<file path="src/rtl/hough_frame_sched.sv">
// hough_frame_sched
//   Per-frame sequencer for the Hough accumulator RAM. The RAM is handed to
//   three phases in turn: clear (zero every bin), vote (forward edge pixels)
//   and peak search (external engine, started/finished by a handshake).
//   Completed, dropped and short frames are reported.
//
// Ports
//   clk, rst            clock, synchronous active-high reset
//   enable              level-sensitive run request
//   img_vsync           frame sync, rising edge marks frame start
//   img_de, edge_bit    active-pixel strobe and binarised edge flag
//   x_axis, y_axis      pixel coordinates, valid with img_de
//   search_done         one-cycle completion pulse from the peak search
//   acc_clr_en/_addr    accumulator clear write strobe and address
//   vote_en, vote_x/y   registered vote for an edge pixel
//   search_start        one-cycle pulse on entry to the search phase
//   frame_done          one-cycle pulse, accumulator result valid
//   frame_cnt           completed frames (wrapping)
//   skip_cnt            dropped frame starts (saturating)
//   frame_err           one-cycle pulse, short frame discarded
//   busy                sequencer not idle
module hough_frame_sched #(
   parameter int H_DISP    = 640,
   parameter int V_DISP    = 480,
   parameter int ACC_DEPTH = 46080,
   parameter int ACC_AW    = 16
) (
   input  logic              clk,
   input  logic              rst,
   input  logic              enable,
   input  logic              img_vsync,
   input  logic              img_de,
   input  logic              edge_bit,
   input  logic [11:0]       x_axis,
   input  logic [11:0]       y_axis,
   input  logic              search_done,
   output logic              acc_clr_en,
   output logic [ACC_AW-1:0] acc_clr_addr,
   output logic              vote_en,
   output logic [11:0]       vote_x,
   output logic [11:0]       vote_y,
   output logic              search_start,
   output logic              frame_done,
   output logic [15:0]       frame_cnt,
   output logic [7:0]        skip_cnt,
   output logic              frame_err,
   output logic              busy
);

   localparam logic [18:0]       PIX_LAST = 19'(H_DISP * V_DISP - 1);
   localparam logic [ACC_AW-1:0] CLR_LAST = ACC_AW'(ACC_DEPTH - 1);

   typedef enum logic [2:0] {
      S_IDLE, S_CLEAR, S_WAIT_FRM, S_VOTE, S_SEARCH, S_DONE
   } state_t;

   state_t            state_q, state_d;
   logic              vsync_q;
   logic [ACC_AW-1:0] clr_addr_q, clr_addr_d;
   logic [18:0]       pix_cnt_q, pix_cnt_d;
   logic [15:0]       frame_cnt_q, frame_cnt_d;
   logic [7:0]        skip_cnt_q, skip_cnt_d;
   logic              vote_en_q, vote_en_d;
   logic [11:0]       vote_x_q, vote_x_d, vote_y_q, vote_y_d;
   logic              sstart_q, sstart_d;
   logic              ferr_q, ferr_d;
   logic              vs_rise, last_pix;

   assign vs_rise  = img_vsync & ~vsync_q;
   assign last_pix = img_de && (pix_cnt_q == PIX_LAST);

   always_comb begin
      state_d     = state_q;
      clr_addr_d  = clr_addr_q;
      pix_cnt_d   = pix_cnt_q;
      frame_cnt_d = frame_cnt_q;
      skip_cnt_d  = skip_cnt_q;
      vote_en_d   = 1'b0;
      vote_x_d    = vote_x_q;
      vote_y_d    = vote_y_q;
      sstart_d    = 1'b0;
      ferr_d      = 1'b0;

      // A frame start the sequencer cannot take is counted, never acted on.
      if (vs_rise && (state_q == S_CLEAR || state_q == S_SEARCH || state_q == S_DONE) &&
          skip_cnt_q != 8'hFF)
         skip_cnt_d = skip_cnt_q + 8'd1;

      case (state_q)
         S_IDLE: begin
            if (enable) begin
               state_d    = S_CLEAR;
               clr_addr_d = '0;
            end
         end
         S_CLEAR: begin
            if (clr_addr_q == CLR_LAST) begin
               state_d    = S_WAIT_FRM;
               clr_addr_d = '0;   // address reads 0 outside CLEAR
            end else begin
               clr_addr_d = clr_addr_q + 1'b1;
            end
         end
         S_WAIT_FRM: begin
            if (!enable) begin
               state_d = S_IDLE;
            end else if (vs_rise) begin
               state_d   = S_VOTE;
               pix_cnt_d = '0;
            end
         end
         S_VOTE: begin
            if (img_de) begin
               pix_cnt_d = pix_cnt_q + 19'd1;
               vote_en_d = edge_bit;
               vote_x_d  = x_axis;
               vote_y_d  = y_axis;
            end
            if (last_pix) begin
               state_d  = S_SEARCH;
               sstart_d = 1'b1;
            end else if (vs_rise) begin
               // Short frame: the partial accumulator is discarded and rebuilt.
               state_d    = S_CLEAR;
               clr_addr_d = '0;
               vote_en_d  = 1'b0;
               ferr_d     = 1'b1;
            end
         end
         S_SEARCH: begin
            if (search_done) begin
               state_d     = S_DONE;
               frame_cnt_d = frame_cnt_q + 16'd1;  // count is current while frame_done is high
            end
         end
         S_DONE: begin
            state_d    = enable ? S_CLEAR : S_IDLE;
            clr_addr_d = '0;
         end
         default: state_d = S_IDLE;
      endcase
   end

   always_ff @(posedge clk) begin
      if (rst) begin
         state_q     <= S_IDLE;
         vsync_q     <= 1'b0;
         clr_addr_q  <= '0;
         pix_cnt_q   <= '0;
         frame_cnt_q <= '0;
         skip_cnt_q  <= '0;
         vote_en_q   <= 1'b0;
         vote_x_q    <= '0;
         vote_y_q    <= '0;
         sstart_q    <= 1'b0;
         ferr_q      <= 1'b0;
      end else begin
         state_q     <= state_d;
         vsync_q     <= img_vsync;
         clr_addr_q  <= clr_addr_d;
         pix_cnt_q   <= pix_cnt_d;
         frame_cnt_q <= frame_cnt_d;
         skip_cnt_q  <= skip_cnt_d;
         vote_en_q   <= vote_en_d;
         vote_x_q    <= vote_x_d;
         vote_y_q    <= vote_y_d;
         sstart_q    <= sstart_d;
         ferr_q      <= ferr_d;
      end
   end

   assign acc_clr_en   = (state_q == S_CLEAR);
   assign acc_clr_addr = acc_clr_en ? clr_addr_q : '0;
   assign vote_en      = vote_en_q;
   assign vote_x       = vote_x_q;
   assign vote_y       = vote_y_q;
   assign search_start = sstart_q;
   assign frame_done   = (state_q == S_DONE);
   assign frame_cnt    = frame_cnt_q;
   assign skip_cnt     = skip_cnt_q;
   assign frame_err    = ferr_q;
   assign busy         = (state_q != S_IDLE);

endmodule

</file>
<file path="config.mk">
export PLATFORM = sky130hd
export DESIGN_NAME = hough_frame_sched
export DESIGN_NICKNAME = d
export VERILOG_FILES = /design/src/rtl/hough_frame_sched.sv
export SDC_FILE = /design/constraint.sdc
export NUM_CORES = 1
export LEC_CHECK = 0
export ABC_AREA = 1
export BUFFER_PORTS_ARGS = -buffer_cell sky130_fd_sc_hd__buf_2
export CAP_MARGIN = 20
export CORE_MARGIN = 10
export CORE_UTILIZATION = 49
export DETAILED_ROUTE_END_ITERATION = 8
export PLACE_DENSITY = 0.87
export SYNTH_ARGS = -nofsm -noshare
export SYNTH_HDL_FRONTEND = slang
export SYNTH_SLANG_ARGS = --single-unit
</file>
<file path="constraint.sdc">
create_clock -name clk -period 1.5 [get_ports clk]
set_input_delay 0.075 -clock clk [delete_from_list [all_inputs] [get_ports clk]]
set_output_delay 0.075 -clock clk [all_outputs]
set_load 0.005 [all_outputs]
</file>
== Word-level counts from Yosys, hierarchy flattened ==
Cells that the tools add are included.
Word-level totals
  bits of input ports: 31
  memory bits (writable): 0
  memories kept: 0
  bits in latches: 0
  register bits: 90
  bits in read-only memories: 0
Cells by class
  mux-type cells: 24
  equal/unequal tests: 18
  add/subtract/negate cells: 4
  bitwise operators: 3
  div/mod/pow operators: 0
  $lt $le $gt $ge: 0
  shift operators: 0
  reduce and logical (&&, ||, !) cells: 16
  $mul: 0
Operators by type and width (count)
  16-bit 2-to-1 mux: 5
  16-bit case mux with 4 select lines: 1
  19-bit 2-to-1 mux: 3
  19-bit case mux with 2 select lines: 1
  16-bit by 1-bit adder with 16-bit output, second input constant: 2
  3-bit 2-to-1 mux: 7
  19-bit by 1-bit adder with 19-bit output, second input constant: 1
  19-bit == test, second input constant: 1
  3-bit case mux with 6 select lines: 1
  16-bit == test, second input constant: 1
  2-bit != test, second input constant: 7
  8-bit by 1-bit adder with 8-bit output, second input constant: 1
  8-bit != test, second input constant: 1
  4-bit AND reduction: 2
  3-bit by 2-bit == test with 1-bit output, second input constant: 2
  3-bit == test, second input constant: 2
  1-bit 2-to-1 mux: 6
  3-bit != test, second input constant: 2
  5-bit AND reduction: 1
  2-bit AND reduction: 2
  4-bit nonzero test: 1
  3-bit by 1-bit == test with 1-bit output, second input constant: 1
  1-bit logical AND: 3
  3-bit logical NOT: 1
  other kinds (8): 10

== Depth between registers and ports, before layout ==
Gate-level depths: netlist of run 1.
  depth after elaboration: 5
  gate-level depth with buffers: 12
  gate-level depth less buffers: 11

== Worst setup path after synthesis of run 1 ==
Ideal clock, no wire load.
  path kind: reg2reg
  start point: reg pix_cnt_q[0]
  end point: reg clr_addr_q[9]
  arrival: 1.567 ns
  stages on the path, launching flop included: 9
  slack: -0.137 ns
  path buffers: 1
  path through: dfxtp_1 -> ha_1 -> nand3_1 -> nor3_2 -> nand3_2 -> nand2_2 -> buf_6 -> nand2_1 -> a21oi_1
On the way
  longest elaborated chain between the ends: 4
Ends and longest elaborated chain
  start: declaration: line 60  | logic [18:0] pix_cnt_q, pix_cnt_d;
  start signal: assignment: line 161  | pix_cnt_q <= pix_cnt_d;
  19-bit == test: line 70  | assign last_pix = img_de && (pix_cnt_q == PIX_LAST);
  1-bit logical AND: line 70
  2-bit != test (no line)
  4-bit AND reduction (no line)
  end signal: assignment: line 160  | clr_addr_q <= clr_addr_d;
  end: declaration: line 59  | logic [ACC_AW-1:0] clr_addr_q, clr_addr_d;
Every way passes these cells.
A chain may end at the register's enable or synchronous reset.

== Worst setup path after layout of run 1 ==
  start point: reg state_q[1]
  end point: out acc_clr_addr[2]
On the way
  longest elaborated chain between the ends: 2
Ends and longest elaborated chain
  start: declaration: line 57  | state_t state_q, state_d;
  start signal: assignment: line 158  | state_q <= state_d;
  3-bit by 1-bit == test with 1-bit output: line 172  | assign acc_clr_en = (state_q == S_CLEAR);
  16-bit 2-to-1 mux: line 173  | assign acc_clr_addr = acc_clr_en ? clr_addr_q : '0;
  end: declaration: line 38  | output logic [ACC_AW-1:0] acc_clr_addr,
Every way passes these cells.

==> results.md, run 1 <==
- Outcome: finished with violations
- Failing checks: setup timing
- Post-DP HPWL: 9.61 mm
- Pwr dens: 959 mW/mm^2
- Post-synthesis mux area share: 0%
- Detailed-route via count: between 5,000 and 6,000
- Nets: between 900 and 1,000
- Post-route ant nets: 0
- Critical Path RT: ~1400 ps
- Die W: ~120 um
- Critical path arrival: around 1600 ps
- Final Wtd Congestion: between 0.9 and 1
- Clock slew at reported path FFs: about 100 ps
- CTS H-Tree Depth: 3
- Clock Tree Root: clkbuf_8
- Fin Hold WS: 214 ps
- Ys flop type: dfxtp_1
- Global-route wire length before repair: ~24 mm
- Critical-path cell list: inv_4 > buf_6 > nand2_4 > nor2_4 > clkinv_4 > buf_8 > nor2_2 > buf_2
- Min-delay worst type: input pin to register
- Syn_nets: 720
- Final Util: about 74%
- DR vias/cell: around 5.6
- Number of max-cap violations: 0
- Layout cells sized above 1: 32.7%
- FFs w/ async S/R, synth: 0%
- Max Clock Freq: between 0.6 and 0.7 GHz
- Max-slew violations: 0
- DR pass1 iterations: 5
- RSZ-0062 raised after global routing: yes
- Final TNS setup: -3060 ps
- Leak Pwr: approximately 2.8 nW
- Final wirelength: 16.4 mm
- Aggregate global routing overflow: 0
- Fin. Hold Viols: 0
- Slowest CP cell: dfxtp_4
- Critical path class: register to primary output
- Clock sink count: 90
- Clk Latency, worst-skew pair: between 300 and 400 ps
- Largest family of logic cells by synthesized area: simple AND/OR/NAND/NOR gates
- Row count: 34
- Post-synthesis register bit count: 90
- Synth area leader: dfxtp_1
- DRC violations left: 0
- Synth Area in Compound Gates: about an eighth
- Vias in the first global route: just over 5,000
- Initial DRC Count: about 540
- Placed cell area: 0.00554 mm^2
- Slowest stage delay, CP: about 380 ps
- Post-synth EDFFs: 0
- Avg Cell Area, Syn: roughly 6.6 um^2
- Final period util: 110%
- Minimum clock period: roughly 1600 ps
- Yosys warning count: 0
- XOR/XNOR Fraction of Synth Area: roughly 1.4%
- Simple-gate share of the synthesized area: 35.6%
- Port Buffers: 100
- Top Ports: between 100 and 150
- Wirelength per Cell: between 15 and 20 um
- Final WS setup: -144 ps
- Yosys cell types: 39
- Layout area overhead: 45.8%
- Setup-failing EPs final: 44
- Max_slew headroom: 77.9%
- Die ar.: between 0.01 and 0.015 mm^2
- Initial Utilization: 50.9%
- CTS tree: done
- Main area contributors after synthesis: dfxtp_1 (40%), nand2_1 (16%), a21oi_1 (8.6%)
- Core Region: around 0.0088 mm^2
- Sequential element share of the synthesized area: 40.0%
- CTS max path bufs: 2
- Cell count after synthesis: about 700
- CTS Buf Count: 9
- Adder-cell share of the synthesized area: 1.11%
- Post-route cell area: about 0.0066 mm^2
- Peak supply drop: ~0.69 mV
- Tightest Pin Transition: between 300 and 400 ps
- Pwr Total: between 6 and 7 mW
- All-Layer GR Usage: between 20% and 30%
- Share of the synthesized area in the top cell type: about two fifths
- Startpoint types: register
- CP endpoint kind: primary output
- Crit-path max FO: 8
- Worst Skew: between 15 and 20 ps
- Chip height: roughly 120 um
- Largest net degree at the start of global routing: 53
- Initial antenna violation count: 2
- Post-Syn Area: roughly 0.0045 mm^2
-- logic make-up (layout without fill, tap and decap cells) --
logic type / after synthesis / after routing
adder cells (fa/ha/maj): 4 / 4
AND/OR/NAND/NOR: 371 / 372
flip-flops: 90 / 90
buffers and inverters: 101 / 302
XOR/XNOR: 7 / 7
AO/OA/AOI/OAI: 112 / 112
other: 0 / 3
-- state kept, by name, summed over array words and instances (netlist names) --
register      cells
clr_addr_q       16
frame_cnt        16
frame_err         1
pix_cnt_q        19
search_start      1
skip_cnt          8
state_q           3
vote_en           1
vote_x           12
vote_y           12
vsync_q           1
-- power by group --
part	internal, mW	leakage [nW]	switching (mW)
sequential	2.48	0.734	0.103
combinational	0.799	1.97	1.11
clock	0.819	0.111	0.991
total	4.10	2.82	2.20
-- final timing paths --
kind / cells past startpoint / endpoint / slack, ps / start
hold reg to reg: 2 / vote_x[1] / 470 / vote_x[1]
hold / removal: 4 / frame_cnt[0] / 210 / search_done
setup reg to reg: 8 / pix_cnt_q[2] / -100 / state_q[2]
setup / recovery: 8 / acc_clr_addr[2] / -140 / state_q[1]
-- final cells by class --
class | instances | area, um^2
clock buffer | 9 | 124
multi-input combinational | 495 | 2640
antenna | 3 | 7.51
sequential | 90 | 1830
inverter | 84 | 334
timing repair buffer | 202 | 1410
tap | 108 | 135
clock inverter | 7 | 95.1
fill | 574 | 2280
-- through the flow --
step / setup WS (ps) / instances
2_1_floorplan: 21.0 / 685
3_3_place_gp: -0.168 / 934
3_5_place_dp: -85.3 / 934
4_1_cts: -93.1 / 987
5_1_grt: -188 / 997
6_report: -144 / 998
-- critical path, delay by kind of cell, from the launching register on --
kind	cells	cell delay, ps
and+or+nand+nor	3	260
DFF	1	380
buffers and inverters	5	550
-- synth_stat cells, types with 3 or more instances --
cell type,instances
buf_2,3
clkbuf_1,10
xor2_1,5
nor2_2,3
inv_1,76
o21ai_0,23
nand4_1,24
o21a_1,3
nand3_2,3
nand3_1,48
a21oi_1,77
nand2_1,190
dfxtp_1,90
inv_2,5
nor3_1,14
nor2_1,77
ha_1,4
nand2_2,3
-- metal layers --
layer	routed length, um	track usage [%]
met3	1610	6.46
met5	0	0
met2	7990	37.3
met4	689	10.6
met1	6160	24.1
-- cell usage in the layout (no fill, tap or decap), types with 12 or more instances in the layout --
cell | synthesis | final
nand3_1 | 48 | 43
nor2_2 | 3 | 18
a21oi_1 | 77 | 74
buf_4 | 1 | 64
nand4_1 | 24 | 24
nand2_1 | 190 | 174
nor2_1 | 77 | 55
buf_2 | 3 | 99
nand2_2 | 3 | 14
dfxtp_1 | 90 | 75
dfxtp_2 | 0 | 12
inv_1 | 76 | 72
o21ai_0 | 23 | 13
dlygate4sd3_1 | 0 | 27
-- timing repair --
item / CTS / global route
setup endpoints to repair: 39 / 77
setup buffers: 8 / 9
resized for setup: 29 / 101
endpoints found under the hold margin: 28 / 0
pin swaps: 8 / 26
gates cloned: 2 / 0
hold buffers: 27 / 0
Power figures use the tool's default switching activity.
==> inputs of run 2 (changes only) <==
--- a/config.mk
+++ b/config.mk
@@ -5,11 +5,12 @@
 export SDC_FILE = /design/constraint.sdc
 export NUM_CORES = 1
 export LEC_CHECK = 0
-export ABC_AREA = 1
 export BUFFER_PORTS_ARGS = -buffer_cell sky130_fd_sc_hd__buf_2
 export CAP_MARGIN = 20
+export CORE_ASPECT_RATIO = 0.75
 export CORE_MARGIN = 10
-export CORE_UTILIZATION = 49
+export CORE_UTILIZATION = 48
+export CTS_CLUSTER_DIAMETER = 80
 export DETAILED_ROUTE_END_ITERATION = 8
 export PLACE_DENSITY = 0.87
 export SYNTH_ARGS = -nofsm -noshare
==> results.md, run 2 <==
- Fin. Hold Viols: 0 (unchanged)
- Critical path arrival: 2410 ps (+840 ps)
- Yosys warning count: 0 (unchanged)
- Layout cells sized above 1: 59.8% (+27 points)
- DR vias/cell: 6.79 (+21%)
- Tightest Pin Transition: 567 ps (+236 ps)
- Min-delay worst type: input pin to register
- Final Util: 90.6% (+16 points)
- Die ar.: 0.0127 mm^2 (-5.3%)
- Sequential element share of the synthesized area: 43.8% (+3.8 points)
- Top post-synthesis cells by count: dfxtp_1 (90), nand2_1 (70), nor2_1 (55)
- Ys flop type: dfxtp_1
- Final WS setup: -688 ps (-544 ps)
- Synth area leader: dfxtp_1
- Minimum clock period: 2190 ps (+544 ps)
- Outcome: finished with violations
- Clock Tree Root: clkbuf_16
- Vias in the first global route: 5,365 (+4.7%)
- Most common cell after layout, fill and taps aside: buf_4
- Leak Pwr: 3.38 nW (+20%)
- Clk Latency, worst-skew pair: 360 ps (-20 ps)
- CTS tree: done
- Initial DRC Count: 819 (+53%)
- Slowest stage delay, CP: 500 ps (+120 ps)
- Post-DP HPWL: 9.63 mm (+0.20%)
- Final period util: 146% (+36 points)
- Global-route wire length before repair: 29.4 mm (+23%)
- RSZ-0062 raised after global routing: yes
- Setup-failing EPs final: 107 (+140%)
- Critical path class: register to register
- Startpoint types: register
- Commonest cells after routing, fill and taps aside: buf_4 (98), buf_2 (84), dfxtp_1 (76)
- Layout area overhead: 85.3%
- Clock slew at reported path FFs: 80 ps (-20 ps)
- CTS H-Tree Depth: 3 (unchanged)
- Placed cell area: 0.00547 mm^2 (-1.4%)
- Final wirelength: 26.5 mm (+61%)
- FFs w/ async S/R, synth: 0% (unchanged)
- Top Ports: 101 (unchanged)
- Fin Hold WS: 59.6 ps (-154 ps)
- Core Region: 0.00842 mm^2 (-4.9%)
- Aggregate global routing overflow: 0 (unchanged)
- Port Buffers: 100 (unchanged)
- Post-route ant nets: 0 (unchanged)
- Largest net degree at the start of global routing: 49 (-7.5%)
- Row count: 29 (-15%)
- Syn_nets: 530 (-26%)
- Count leader, synth: dfxtp_1
- Failing checks: setup timing
- CP endpoint kind: register
- Post-synth EDFFs: 0 (unchanged)
- Final TNS setup: -30,610 ps (-27,550 ps)
- Critical-path cell list: ha_1 > and2_1 > nand4_1 > a2111oi_0 > buf_4 > xnor2_1 > nor2_1
- Die W: 127 um (+9.5%)
- DRC violations left: 0 (unchanged)
- Initial antenna violation count: 3 (+1)
- Cell count after synthesis: 495 (-28%)
- Max-slew violations: 0 (unchanged)
- CTS max path bufs: 2 (unchanged)
- CTS Buf Count: 9 (unchanged)
- Biggest register: pix_cnt_q
- Number of max-cap violations: 0 (unchanged)
- Max_slew headroom: 61.1% (-17 points)
- Main area contributors after synthesis: dfxtp_1 (44%), nand2_1 (6.4%), a21oi_1 (5.5%)
- Nets: 783 (-15%)
- Detailed-route via count: 5,867 (+5.0%)
- Fillers: 285 (-50%)
- Post-Syn Area: 0.00412 mm^2 (-8.6%)
- Wirelength per Cell: 30.7 um (+86%)
- Final Wtd Congestion: 0.913 (-4.0%)
- All-Layer GR Usage: 29.0% (+7.3 points)
- Initial Utilization: 48.9% (-2.0 points)
- DP Worst Slack: -371 ps (-285 ps)
- Pwr dens: 699 mW/mm^2 (-27%)
- Yosys cell types: 57 (+46%)
- Critical Path RT: 1720 ps (+300 ps)
- Peak supply drop: 0.544 mV (-22%)
- Avg Cell Area, Syn: 8.32 um^2 (+26%)
- Post-route cell area: 0.00763 mm^2 (+16%)
- Share of the synthesized area in the top cell type: 43.8% (+3.8 points)
- Slowest CP cell: a2111oi_0
- Crit-path max FO: 3 (-5)
- Post-synthesis register bit count: 90 (unchanged)
- Chip height: 100 um (-14%)
- Max Clock Freq: 0.457 GHz (-25%)
- DR pass1 iterations: 8 (+3)
- Clock sink count: 90 (unchanged)
- Worst Skew: 11.3 ps (-6.75 ps)
- Max reg flops: 19 (unchanged)
## run 2: changes by cell type after synthesis, sizes merged, moves of 7 or more
| cell | before | now |
|---|---|---|
| a21oi | 77 | 46 |
| and2 | 1 | 19 |
| inv | 81 | 9 |
| nand2 | 194 | 70 |
| nand3 | 51 | 21 |
| nand4 | 24 | 15 |
| nor2 | 81 | 55 |
| nor4 | 0 | 7 |
| o21ai | 26 | 13 |
| or3 | 0 | 12 |
| xnor2 | 2 | 25 |
| xor2 | 5 | 12 |
## run 2: logic make-up after synthesis
kind of cell	share of synthesized area, %
and+or+nand+nor	31.1
adders and majority gates	1.22
DFF	43.8
AOI/OAI and AO/OA	11.4
muxes	0.760
xor gates and xnor gates	7.87
buffers and inverters	3.89
## run 2: timing repair
item	CTS	global route
endpoints found under the hold margin	23	0
cloned	7	1
gates resized for setup	154	153
pin swaps	56	95
endpoints found under the setup margin	104	107
hold buffers	23	0
setup buffers	24	26
## run 2: critical path, delay by kind of cell, from the launching register on
family / cells / cell delay, ps
AOI/OAI and AO/OA: 1 / 500
DFF: 1 / 370
adders and majority gates: 1 / 230
and+or+nand+nor: 3 / 560
buffers and inverters: 1 / 210
xor gates and xnor gates: 1 / 180
## run 2: layout make-up
type                    count  area, um^2  area share (%)
flip-flops and latches     90        1830            24.0
multi-input cells         372        3170            41.6
diodes                      3        7.51          0.0984
well taps                 108         135            1.77
clock inverters             6        47.5           0.623
inverters                   9        38.8           0.508
repair buffers            266        2170            28.4
clock buffers              10         229            3.00
## run 2: through the flow
step / std cells / power (mW)
3_3_place_gp: 772 / 2.75
2_1_floorplan: 495 / 2.62
3_5_place_dp: 772 / 2.77
4_1_cts: 840 / 5.03
6_report: 864 / 5.33
5_1_grt: 862 / 5.41
## run 2: metal layers
metal  track usage (%)  vias to the layer above  part of all wire (%)
li1                  -                     2226                     -
met1              30.1                     2715                    31
met2              50.8                      653                    44
met3              7.85                      269                    14
met4              19.8                        4                    11
met5                 0                        -                  0.10
## run 2: final timing paths
kind                            slack [ps]             end           from  depth (start not counted)
worst max-delay path                  -690  clr_addr_q[14]  clr_addr_q[1]                          7
worst min-delay path                    60       vote_y[3]      y_axis[3]                          3
worst max register to register        -690  clr_addr_q[14]  clr_addr_q[1]                          7
worst min register to register         480       vote_x[4]      vote_x[4]                          2
## run 2: power breakdown
| part | internal, mW | total [mW] | switching (mW) |
|---|---|---|---|
| sequential | 2.39 | 2.41 | 0.0139 |
| clock | 1.14 | 2.24 | 1.10 |
| combinational | 0.317 | 0.682 | 0.365 |
